$ cat config.mk
export PLATFORM = sky130hd
export DESIGN_NAME = result_uart_tx
export DESIGN_NICKNAME = d
export VERILOG_FILES = /design/src/rtl/result_uart_tx.sv
export SDC_FILE = /design/constraint.sdc
export NUM_CORES = 1
export LEC_CHECK = 0
export CAP_MARGIN = 30
export CORE_UTILIZATION = 54
export CTS_CLUSTER_SIZE = 25
export DETAILED_ROUTE_END_ITERATION = 16
export PLACE_DENSITY_LB_ADDON = 0.25
export SLEW_MARGIN = 40
export SYNTH_ARGS = -nofsm -noshare
export SYNTH_HDL_FRONTEND = slang
export SYNTH_SLANG_ARGS = --single-unit
$ cat constraint.sdc
create_clock -name i_clock -period 2.24 [get_ports i_clock]
set_input_delay 0.448 -clock i_clock [delete_from_list [all_inputs] [get_ports i_clock]]
set_output_delay 0.448 -clock i_clock [all_outputs]
set_load 0.01 [all_outputs]
$ cat src/rtl/result_uart_tx.sv
`default_nettype none
// ============================================================================
//  Module   : result_uart_tx
//  Purpose  : Queues processor quotients in a small FIFO and sends each one
//             as zero-padded big-endian bytes over an 8N1 UART line.
//             Define RESULT_UART_SYNC_BYTE_EN to prefix every frame with 0xA5.
//  Revision : 1.0 - initial release
// ============================================================================
module result_uart_tx #(
    parameter int DATA_SIZE    = 10,
    parameter int CLKS_PER_BIT = 868,
    parameter int FIFO_DEPTH   = 4
) (
    input  logic                   i_clock,
    input  logic                   i_reset,
    input  logic [2*DATA_SIZE-1:0] i_result,
    input  logic                   i_valid,
    output logic                   o_tx,
    output logic                   o_busy,
    output logic                   o_overflow
);

    localparam int c_RES_W     = 2 * DATA_SIZE;
    localparam int c_NBYTES    = (c_RES_W + 7) / 8;
    localparam int c_PAYLOAD_W = c_NBYTES * 8;
`ifdef RESULT_UART_SYNC_BYTE_EN
    localparam int c_NFRAME    = c_NBYTES + 1;
    localparam logic [7:0] c_SYNC_BYTE = 8'hA5;
`else
    localparam int c_NFRAME    = c_NBYTES;
`endif
    localparam int c_FRAME_W   = c_NFRAME * 8;
    localparam int c_CNT_W     = (CLKS_PER_BIT > 1) ? $clog2(CLKS_PER_BIT) : 1;
    localparam int c_BCNT_W    = $clog2(c_NFRAME + 1);
    localparam int c_PTR_W     = $clog2(FIFO_DEPTH);

    localparam logic [c_CNT_W-1:0]  c_BIT_LAST  = c_CNT_W'(CLKS_PER_BIT - 1);
    localparam logic [c_BCNT_W-1:0] c_BYTE_LAST = c_BCNT_W'(c_NFRAME - 1);

    localparam logic [1:0] c_S_IDLE  = 2'd0;
    localparam logic [1:0] c_S_START = 2'd1;
    localparam logic [1:0] c_S_DATA  = 2'd2;
    localparam logic [1:0] c_S_STOP  = 2'd3;

    // ------------------------------------------------------------------
    // Result FIFO (pointers carry one wrap bit to tell full from empty)
    // ------------------------------------------------------------------
    logic [c_RES_W-1:0] r_mem [FIFO_DEPTH];
    logic [c_PTR_W:0]   r_wr_ptr;
    logic [c_PTR_W:0]   r_rd_ptr;
    logic               r_overflow;

    logic               w_empty;
    logic               w_full;
    logic               w_push;
    logic               w_pop;
    logic               w_drop;
    logic [c_RES_W-1:0] w_head;

    assign w_empty = (r_wr_ptr == r_rd_ptr);
    assign w_full  = (r_wr_ptr[c_PTR_W] != r_rd_ptr[c_PTR_W]) &&
                     (r_wr_ptr[c_PTR_W-1:0] == r_rd_ptr[c_PTR_W-1:0]);
    // A pop in the same cycle frees the slot the write needs.
    assign w_push  = i_valid && !i_reset && (!w_full || w_pop);
    assign w_drop  = i_valid && !i_reset && w_full && !w_pop;
    assign w_head  = r_mem[r_rd_ptr[c_PTR_W-1:0]];

    always_ff @(posedge i_clock) begin
        if (w_push) begin
            r_mem[r_wr_ptr[c_PTR_W-1:0]] <= i_result;
        end
    end

    always_ff @(posedge i_clock) begin
        if (i_reset) begin
            r_wr_ptr   <= '0;
            r_rd_ptr   <= '0;
            r_overflow <= 1'b0;
        end else begin
            if (w_push) begin
                r_wr_ptr <= r_wr_ptr + (c_PTR_W + 1)'(1);
            end
            if (w_pop) begin
                r_rd_ptr <= r_rd_ptr + (c_PTR_W + 1)'(1);
            end
            if (w_drop) begin
                r_overflow <= 1'b1;
            end
        end
    end

    // ------------------------------------------------------------------
    // Frame loading
    // ------------------------------------------------------------------
    logic [c_PAYLOAD_W-1:0] w_payload;
    logic [c_FRAME_W-1:0]   w_load;

    assign w_payload = c_PAYLOAD_W'(w_head);
`ifdef RESULT_UART_SYNC_BYTE_EN
    assign w_load    = {c_SYNC_BYTE, w_payload};
`else
    assign w_load    = w_payload;
`endif

    // ------------------------------------------------------------------
    // Transmit FSM
    // ------------------------------------------------------------------
    logic [1:0]           r_state;
    logic [c_CNT_W-1:0]   r_clk_cnt;
    logic [2:0]           r_bit_idx;
    logic [c_BCNT_W-1:0]  r_byte_cnt;
    logic [c_FRAME_W-1:0] r_frame;
    logic                 r_tx;

    logic [1:0]           w_state_nxt;
    logic [c_CNT_W-1:0]   w_clk_cnt_nxt;
    logic [2:0]           w_bit_idx_nxt;
    logic [c_BCNT_W-1:0]  w_byte_cnt_nxt;
    logic [c_FRAME_W-1:0] w_frame_nxt;
    logic                 w_tx_nxt;
    logic                 w_bit_done;
    logic [7:0]           w_cur_byte;

    assign w_bit_done = (r_clk_cnt == c_BIT_LAST);
    // The byte on the wire always sits at the top of the frame register.
    assign w_cur_byte = r_frame[c_FRAME_W-1 -: 8];

    always_ff @(posedge i_clock) begin
        if (i_reset) begin
            r_state    <= c_S_IDLE;
            r_clk_cnt  <= '0;
            r_bit_idx  <= '0;
            r_byte_cnt <= '0;
            r_frame    <= '0;
            r_tx       <= 1'b1;
        end else begin
            r_state    <= w_state_nxt;
            r_clk_cnt  <= w_clk_cnt_nxt;
            r_bit_idx  <= w_bit_idx_nxt;
            r_byte_cnt <= w_byte_cnt_nxt;
            r_frame    <= w_frame_nxt;
            r_tx       <= w_tx_nxt;
        end
    end

    always_comb begin
        w_state_nxt    = r_state;
        w_clk_cnt_nxt  = r_clk_cnt;
        w_bit_idx_nxt  = r_bit_idx;
        w_byte_cnt_nxt = r_byte_cnt;
        w_frame_nxt    = r_frame;
        w_tx_nxt       = r_tx;
        w_pop          = 1'b0;

        case (r_state)
            c_S_IDLE: begin
                w_tx_nxt = 1'b1;
                if (!w_empty) begin
                    w_pop          = 1'b1;
                    w_frame_nxt    = w_load;
                    w_byte_cnt_nxt = '0;
                    w_clk_cnt_nxt  = '0;
                    w_bit_idx_nxt  = '0;
                    w_tx_nxt       = 1'b0;
                    w_state_nxt    = c_S_START;
                end
            end

            c_S_START: begin
                if (w_bit_done) begin
                    w_clk_cnt_nxt = '0;
                    w_bit_idx_nxt = '0;
                    w_tx_nxt      = w_cur_byte[0];
                    w_state_nxt   = c_S_DATA;
                end else begin
                    w_clk_cnt_nxt = r_clk_cnt + c_CNT_W'(1);
                end
            end

            c_S_DATA: begin
                if (w_bit_done) begin
                    w_clk_cnt_nxt = '0;
                    if (r_bit_idx == 3'd7) begin
                        w_tx_nxt    = 1'b1;
                        w_state_nxt = c_S_STOP;
                    end else begin
                        w_bit_idx_nxt = r_bit_idx + 3'd1;
                        w_tx_nxt      = w_cur_byte[r_bit_idx + 3'd1];
                    end
                end else begin
                    w_clk_cnt_nxt = r_clk_cnt + c_CNT_W'(1);
                end
            end

            c_S_STOP: begin
                if (w_bit_done) begin
                    w_clk_cnt_nxt = '0;
                    if (r_byte_cnt == c_BYTE_LAST) begin
                        w_tx_nxt    = 1'b1;
                        w_state_nxt = c_S_IDLE;
                    end else begin
                        // Next byte follows the stop bit with no gap.
                        w_byte_cnt_nxt = r_byte_cnt + c_BCNT_W'(1);
                        w_frame_nxt    = r_frame << 8;
                        w_tx_nxt       = 1'b0;
                        w_state_nxt    = c_S_START;
                    end
                end else begin
                    w_clk_cnt_nxt = r_clk_cnt + c_CNT_W'(1);
                end
            end

            default: begin
                w_tx_nxt    = 1'b1;
                w_state_nxt = c_S_IDLE;
            end
        endcase
    end

    assign o_tx       = r_tx;
    assign o_busy     = (r_state != c_S_IDLE) || !w_empty;
    assign o_overflow = r_overflow;

endmodule
`default_nettype wire

# Word-level counts from Yosys, hierarchy flattened
# Memory sizes are Yosys's and may differ from the RTL's. A register that Yosys moved wholly into a read port is not among the register bits.
# Index checks and enable logic that the tools add are counted.
totals:
  output_inout_bits: 3
  ram_bits: 80
  regBits: 49
  input_bits: 23
  mem_count: 1
mem_list:
  columns: ["name", "depth", "word_bits", "rd", "rd_clocked_by_memory_dff", "wr", "line_no", "text"]
  rows:
  - ["r_mem", 4, 20, 1, 1, 1, "48", "logic [c_RES_W-1:0] r_mem [FIFO_DEPTH];"]
classes:
  n_reduce_logical: 20
  n_mux: 38
  magnitude_cmp: 1
  eq_ne: 16
  addsub: 5
ops:
  columns: ["operator", "n"]
  rows:
  - ["$mux W24", 3]
  - ["$pmux W24 S2", 1]
  - ["$mux W10", 2]
  - ["$mux W2", 10]
  - ["$pmux W10 S2", 1]
  - ["$ne A2 B2 Y1 const B", 7]
  - ["$mux W1", 12]
  - ["$mux W3", 4]
  - ["$add A10 B1 Y10 const B", 1]
  - ["$eq A10 B10 Y1 const B", 1]
  - ["$reduce_and A5 Y1", 2]
  - ["$add A3 B1 Y3 const B", 3]
  - ["$pmux W3 S3", 1]
  - ["$pmux W2 S4", 1]
  - ["$eq A2 B2 Y1 const B", 3]
  - ["$logic_and A1 B1 Y1", 5]
  - ["$logic_not A1 Y1", 4]
  - ["$lt A3 B4 Y1 const B", 1]
  - ["$pmux W1 S4", 1]
  - ["$pmux W2 S2", 1]
  - ["$reduce_and A4 Y1", 1]
  - ["$reduce_bool A2 Y1", 2]
  - ["$bmux W1 S3", 1]
  - ["$eq A3 B3 Y1", 1]
  - ["10 further kinds", 11]

# Longest topological paths before layout
# Gate-level depths: netlist (run 1).
depth:
  depth_word: 7
  mapped_depth: 7
  depth_no_buf: 6

# Worst setup path before layout (run 1)
# OpenSTA, ideal clock, no wires.
synth_path:
  path_kind: "register -> register"
  start: "register r_state[0]"
  end: "memory r_mem[3][0] in the netlist's numbering, enable pin"
  path_stages_with_launch: 6
  slack_ps: 36
  setup_ps: 380
  required_ps: 1860
  arrival_ps: 1825
  path_buffers: 1
  cell_sequence: "dfxtp_1 -> inv_1 -> ha_1 -> clkbuf_1 -> o41a_1 -> and2_1"
synth_between:
  elab_chain_len: 6
synth_rtl:
  columns: ["item", "line_no", "text"]
  rows:
  - ["start: declaration", "108", "logic [1:0] r_state;"]
  - ["start signal: assignment", "130", "r_state <= c_S_IDLE;"]
  - ["start signal: assignment", "137", "r_state <= w_state_nxt;"]
  - ["$logic_not A2 Y1", "155", "case (r_state)"]
  - ["$mux W1", "155", null]
  - ["$logic_or A1 B1 Y1", "64", "assign w_push = i_valid && !i_reset && (!w_full || w_pop);"]
  - ["$logic_and A1 B1 Y1", "64", null]
  - ["$mux W1", "69", "if (w_push) begin"]
  - ["$mux W1 (not written as such)", "70", "r_mem[r_wr_ptr[c_PTR_W-1:0]] <= i_result;"]
  - ["end: declaration", "48", null]
# No other way between the ends.

# Worst setup path in the final report (run 1)
layout_path:
  start: "register r_state[1]"
  end: "output o_busy"
layout_between:
  elab_chain_len: 2
layout_rtl:
  columns: ["item", "line_no", "text"]
  rows:
  - ["$reduce_bool A2 Y1", "221", "assign o_busy = (r_state != c_S_IDLE) || !w_empty;"]
  - ["$logic_or A1 B1 Y1", "221", null]
  - ["end: declaration", "19", "output logic o_busy,"]
# No other way between the ends.

==> impl_metrics.yaml, run 1 <==
synthesis:
  synth_flop_cell: "edfxtp_1"
  netlist_area_mm2: 0.00551
  ys_warn_count: 0
  synthArstFlopShare_pct: 0
  synthCells: 399
  synth_edf_count: 80
  synth.distinct_cells: 49
  seq_area_frac_synth_pct: 62.1
  syn-num-nets: 436
  avgSynthCellArea_um2: 13.8
  ys_seq_elements: 131
detailed_routing:
  drtIter0Drc: 96
  drc_errors: 0
  viasPerCell: 5.72
  via_count: 3345
  ant_nets: 0
  dr.pass1.iters: 4
  drt_wl_total_um: 10400
  wl_per_cell_um: 17.8
floorplanning:
  die_y_um: 103
  rows: 36
  core_mm2: 0.00982
  io_pins: 26
  dieArea_mm2: 0.0106
  start_util_pct: 56.2
  die_w_um: 103
clocking:
  cts_sinks: 131
  numCtsBuffers: 17
  cts.htree.levels: 4
  cts_tree: "done"
  path_clk_slew_ns: 0.06
  cts_setup_buffers: 0
  clock_latency_ns: 0.52
  cts_root_buf: "clkbuf_8"
  clockBufferDepth: 2
cells_and_area:
  syn2layout_area_growth_pct: 20.5
  n_antenna_cell: 0
  final_util_pct: 67.7
  fillers: 721
  register_area_mm2: 0.00343
  instances_no_fill: 585
  drive_gt1_share_pct: 18.8
  final_cell_area_mm2: 0.00665
  nets: 476
  multi_input_area_mm2: 0.00190
placed_design:
  portBuffers: 25
  placed_cells: 553
  hpwl_um: 6600
  preCtsSetupSlack_ns: 0.163
  dpl_cell_area_mm2: 0.00605
  place_congestion: 0.792
timing:
  setup_ws_ns: 0.0825
  grt_setup_unrepaired: "no"
  setup_viol: 0
  whs_ns: 0.457
  tightest_slew_ns: 0.447
  drv_slew: 0
  period_share_pct: 96.3
  fin_skew_ns: 0.0146
  fmax_mhz: 464
  slew_headroom_pct: 69.9
  period_needed_ns: 2.16
  tns_ns: 0
  finalHoldViolCount: 0
setup_path:
  cp-start-kind: "flip-flop"
  r2r_slack_ns: 0.29
  rr_endpoint: "r_frame[2]"
  r2r_start: "r_clk_cnt[0]"
  crit_family: "buffers and inverters"
  worstPathRequired_ns: 1.79
  end_kind: "output pin"
  slowest_delay_ns: 0.35
  ff2ff_path_depth: 7
  cp_slowest_cell: "dfxtp_2"
  worstPathCellList: "inv_2, ha_4, and4_4, inv_2, dlygate4sd2_1"
  worst-path-buf-inv: 3
  cp.arrival_ns: 1.71
  crit_fanout: 6
  path_class: "flip-flop to output pin"
  cpMostUsedCell: "inv_2"
hold_path:
  hold_path_class: "flip-flop to flip-flop"
  min_from: "r_frame[8]"
  min_to: "r_frame[8]"
  holdPathStages: 2
grt:
  grt_busiest_layer: "met2"
  overflow: 0
  first_global_vias: 3316
  grt_max_degree: 41
  use_met1_pct: 29.2
  grtUsageMet2_pct: 35.6
  grt_use_total_pct: 22.2
  grt.met3_usage_pct: 6.51
  grt_pass1_wl_um: 17000
  antenna_found_initial: 0
power_and_ir_drop:
  swShare_pct: 30.7
  vdd_drop_max_mv: 0.752
  power_frac_seq_pct: 38.2
  leakagePower_nw: 2.35
  power.share.clock_pct: 34.5
  p_int_mw: 5.31
  power.density_mw_per_mm2: 1150
  total_power_mw: 7.66
  p_sw_mw: 2.35
  pwr-share-comb_pct: 27.3
job:
  timing.max_cap.violations: 0
outcome:
  status: "completed"
-- timing repair --
| action | CTS | global route |
|---|---|---|
| hold endpoints to repair | 0 | 0 |
| gates resized for setup | 10 | 1 |
| endpoints found under the setup margin | 1 | 1 |
| hold buffers | 0 | 0 |
| gates cloned | 0 | 0 |
-- layer usage --
layer,routed length (um),vias up
li1,-,1618
met1,4730,1656
met2,5190,61
met3,379,10
met4,126,0
met5,0,-
-- worst min-delay path, stage by stage (launching register included) --
cell and delay, ns:
dfxtp_1 0.31, nand2_1 0.05, o21ai_1 0.05
-- power groups by stage --
stage	sequential (mW)	clock (mW)	combinational, mW
2_1_floorplan	2.93	0	1.48
3_3_place_gp	2.95	0	2.03
3_5_place_dp	2.96	0	2.07
4_1_cts	2.92	2.69	2.11
5_1_grt	2.94	2.80	2.30
6_report	2.92	2.65	2.09
-- logic make-up after synthesis --
group | Yosys count | share of synthesized area, %
AOI/OAI and AO/OA | 68 | 8.74
xor gates and xnor gates | 10 | 1.59
and+or+nand+nor | 88 | 8.96
buffers and inverters | 51 | 3.74
muxes | 37 | 11.7
DFF | 131 | 62.1
adders and majority gates | 14 | 3.18
-- cell type report --
cell class	count	share of cell area [%]
inverter	30	1.73
tap	133	2.50
clock buffer	18	6.29
sequential	131	51.6
timing repair buffer	42	6.98
multi-input combinational	217	28.5
clock inverter	14	2.35
-- synthesized netlist by cell type, types with 2 or more instances --
cell type / count / area [um2]
o211ai_1: 2 / 15.0
nor2_1: 13 / 48.8
o32ai_1: 13 / 114
o311ai_1: 4 / 35.0
and2_1: 6 / 37.5
xnor2_1: 5 / 43.8
dfxtp_1: 51 / 1020
o21ai_0: 4 / 20.0
edfxtp_1: 80 / 2400
nor3_1: 2 / 10.0
ha_1: 14 / 175
clkbuf_1: 14 / 52.6
nor2b_1: 2 / 12.5
o31ai_1: 10 / 75.1
xor2_1: 5 / 43.8
nand4_1: 2 / 12.5
a31oi_1: 2 / 12.5
mux2i_1: 15 / 150
nand3_1: 3 / 15.0
inv_1: 28 / 105
buf_2: 6 / 30.0
a21oi_1: 10 / 50.1
nand2_1: 27 / 101
or4_1: 17 / 128
or3_1: 7 / 43.8
mux4_2: 22 / 495
o21ai_1: 13 / 65.1
-- layout by cell type, fill, tap and decap left out, drive strengths merged, types with 14 or more instances in the layout --
cell type and instances:
buf 17, inv 32, clkdlybuf4s50 24, nand2 27
or4 18, ha 14, mux4 22, clkbuf 18
dfxtp 51, o21ai 18, edfxtp 80, mux2i 15
-- state kept, by name, summed over array words and instances, names as in the netlist, named ones only --
register / flops
o_overflow: 1
r_frame: 24
r_mem: 80
o_tx: 1
r_bit_idx: 3
r_wr_ptr: 3
r_state: 2
r_byte_cnt: 2
r_clk_cnt: 10
r_rd_ptr: 3
-- worst max path at each step --
stage	slack (ns)	depth (start not counted)	endpoint	from
floorplan	0.04	5	r_mem[3][0]	r_state[0]
global placement	0.19	5	r_mem[3][0]	i_valid
detailed placement	0.16	5	r_mem[0][18]	i_reset
CTS	0.05	4	o_busy	r_wr_ptr[2]
global route	0.008	5	o_busy	r_state[1]
finish	0.08	5	o_busy	r_state[1]
(Power assumes the default switching activity.)
==> run 2: changes to the inputs <==
--- a/config.mk
+++ b/config.mk
@@ -14,3 +14,4 @@
 export SYNTH_ARGS = -nofsm -noshare
 export SYNTH_HDL_FRONTEND = slang
 export SYNTH_SLANG_ARGS = --single-unit
+export TNS_END_PERCENT = 30
==> results of run 2 <==
The final DEF is identical to that of run 1; final timing and power are the same.
==> run 3: changes to the inputs <==
--- a/config.mk
+++ b/config.mk
@@ -6,6 +6,7 @@
 export NUM_CORES = 1
 export LEC_CHECK = 0
 export CAP_MARGIN = 30
+export CORE_ASPECT_RATIO = 1.4
 export CORE_UTILIZATION = 54
 export CTS_CLUSTER_SIZE = 25
 export DETAILED_ROUTE_END_ITERATION = 16
==> run 3 against run 2 <==
Routed wire length decreased by 2.1%. Via count decreased by 0.75%. Sequential share of layout area increased by 0.17 points. Die area about the same. Maximum frequency increased by 1.7%. Setup slack improved by 0.036 ns. Count of clock-buffer cells in the layout unchanged. Global-route usage decreased by 0.69 points. Sequential power about the same. Cell count increased by 0.51%. Critical endpoint unchanged. Highest routed layer unchanged.
==> impl_metrics.yaml, run 3 (synthesized netlist as in run 1, its figures left out) <==
outcome:
  status: "completed"
hold_path:
  hold_path_class: "flip-flop to flip-flop"
timing:
  period_share_pct: 94.7
  fin_skew_ns: 0.00878
  drv_slew: 0
  finalHoldViolCount: 0
  grt_setup_unrepaired: "no"
  setup_viol: 0
  tns_ns: 0
  whs_ns: 0.451
  tightest_slew_ns: 0.525
  fmax_mhz: 471
  period_needed_ns: 2.12
  slew_headroom_pct: 64.7
detailed_routing:
  ant_nets: 0
  wl_per_cell_um: 17.4
  drc_errors: 0
  dr.pass1.iters: 4
  drt_wl_total_um: 10200
  viasPerCell: 5.65
  drtIter0Drc: 202
  via_count: 3320
setup_path:
  slowest_delay_ns: 0.47
  end_kind: "output pin"
  cp.arrival_ns: 1.67
  crit_fanout: 6
  cp-start-kind: "flip-flop"
  worstPathRequired_ns: 1.79
  cp_slowest_cell: "dfxtp_1"
  path_class: "flip-flop to output pin"
  worstPathCellList: "xnor2_1, and4_4, inv_2, dlygate4sd2_1"
job:
  timing.max_cap.violations: 0
grt:
  grt_use_total_pct: 21.5
  antenna_found_initial: 0
  grt_max_degree: 33
  first_global_vias: 3466
  overflow: 0
  grt_pass1_wl_um: 16900
placed_design:
  hpwl_um: 6840
  place_congestion: 0.823
  portBuffers: 25
power_and_ir_drop:
  leakagePower_nw: 2.34
  vdd_drop_max_mv: 0.746
  power.density_mw_per_mm2: 1150
cells_and_area:
  final_cell_mix: "edfxtp_1 (80), dfxtp_1 (51), inv_1 (27), nand2_1 (27), clkdlybuf4s50_1 (24)"
  syn2layout_area_growth_pct: 19.9
  final_common_cell: "edfxtp_1"
  drive_gt1_share_pct: 17.7
  n_antenna_cell: 0
  nets: 477
  largest_reg_flops: 80
clocking:
  numCtsBuffers: 17
  cts_root_buf: "clkbuf_16"
  cts_sinks: 131
  postCtsHoldBufs: 0
  path_clk_slew_ns: 0.06
  clockBufferDepth: 2
  clock_latency_ns: 0.41
  cts_tree: "done"
  cts.htree.levels: 4
floorplanning:
  rows: 43
  dieArea_mm2: 0.0106
  die_y_um: 122
  start_util_pct: 55.7
  io_pins: 26
  core_mm2: 0.00990
  die_w_um: 87.4
run 3: cell count changes in the layout (fill, tap and decap cells not counted), sizes merged:
cell,change
clkinvlp,-1
inv,+4
clkinv,-2
bufinv,-1
buf,+1
run 3: stage by stage:
stage / utilization (%) / area [um2] / total power [mW] / std cells / setup WS [ns]
6_report: 66.8 / 6610 / 7.60 / 588 / 0.118
5_1_grt: 66.8 / 6610 / 7.98 / 588 / 0.0539
4_1_cts: 66.8 / 6610 / 7.66 / 588 / 0.100
3_5_place_dp: 61.0 / 6040 / 5.01 / 556 / 0.165
3_3_place_gp: 61.0 / 6040 / 4.97 / 556 / 0.166
2_1_floorplan: - / 5510 / 4.41 / 399 / 0.0356
run 3: worst max-delay path, delay by kind of cell, from the launching register on:
family                 cells  cell delay, ns
flip-flops                 1            0.47
AND/OR/NAND/NOR            1            0.27
XOR/XNOR                   1            0.18
buffers and inverters      2            0.34
run 3: layout make-up:
type,count,area (um2)
Clock buffer,18,429
Clock inverter,14,145
Fill cell,741,3290
Inverter,30,113
Multi-Input combinational cell,217,1890
Sequential cell,131,3420
Tap cell,135,169
Timing Repair Buffer,43,447
run 3: repair_timing:
item / 4_1_cts / 5_1_grt
endpoints found under the setup margin: 1 / 0
buffers inserted: 0 / 0
resized for setup: 3 / 0
run 3: routing by layer:
layer | vias to the layer above | global-route usage, % | routed length [um]
met5 | - | 0 | 0
met4 | 0 | 9.12 | 229
met3 | 20 | 5.49 | 225
met2 | 43 | 39.0 | 5630
met1 | 1634 | 23.4 | 4130
li1 | 1623 | - | -
run 3: power breakdown:
group	switching [mW]	internal (mW)
clock network	1.07	1.56
logic	1.17	0.881
registers	0.126	2.79
run 3: path summary, 6_finish.rpt:
kind | startpoint | end | slack [ns] | depth (start not counted)
setup reg to reg | r_state[1] | r_frame[19] | 0.26 | 7
setup / recovery | r_wr_ptr[0] | o_busy | 0.12 | 4
hold reg to reg | r_frame[17] | r_frame[17] | 0.45 | 2
hold / removal | r_frame[17] | r_frame[17] | 0.45 | 2
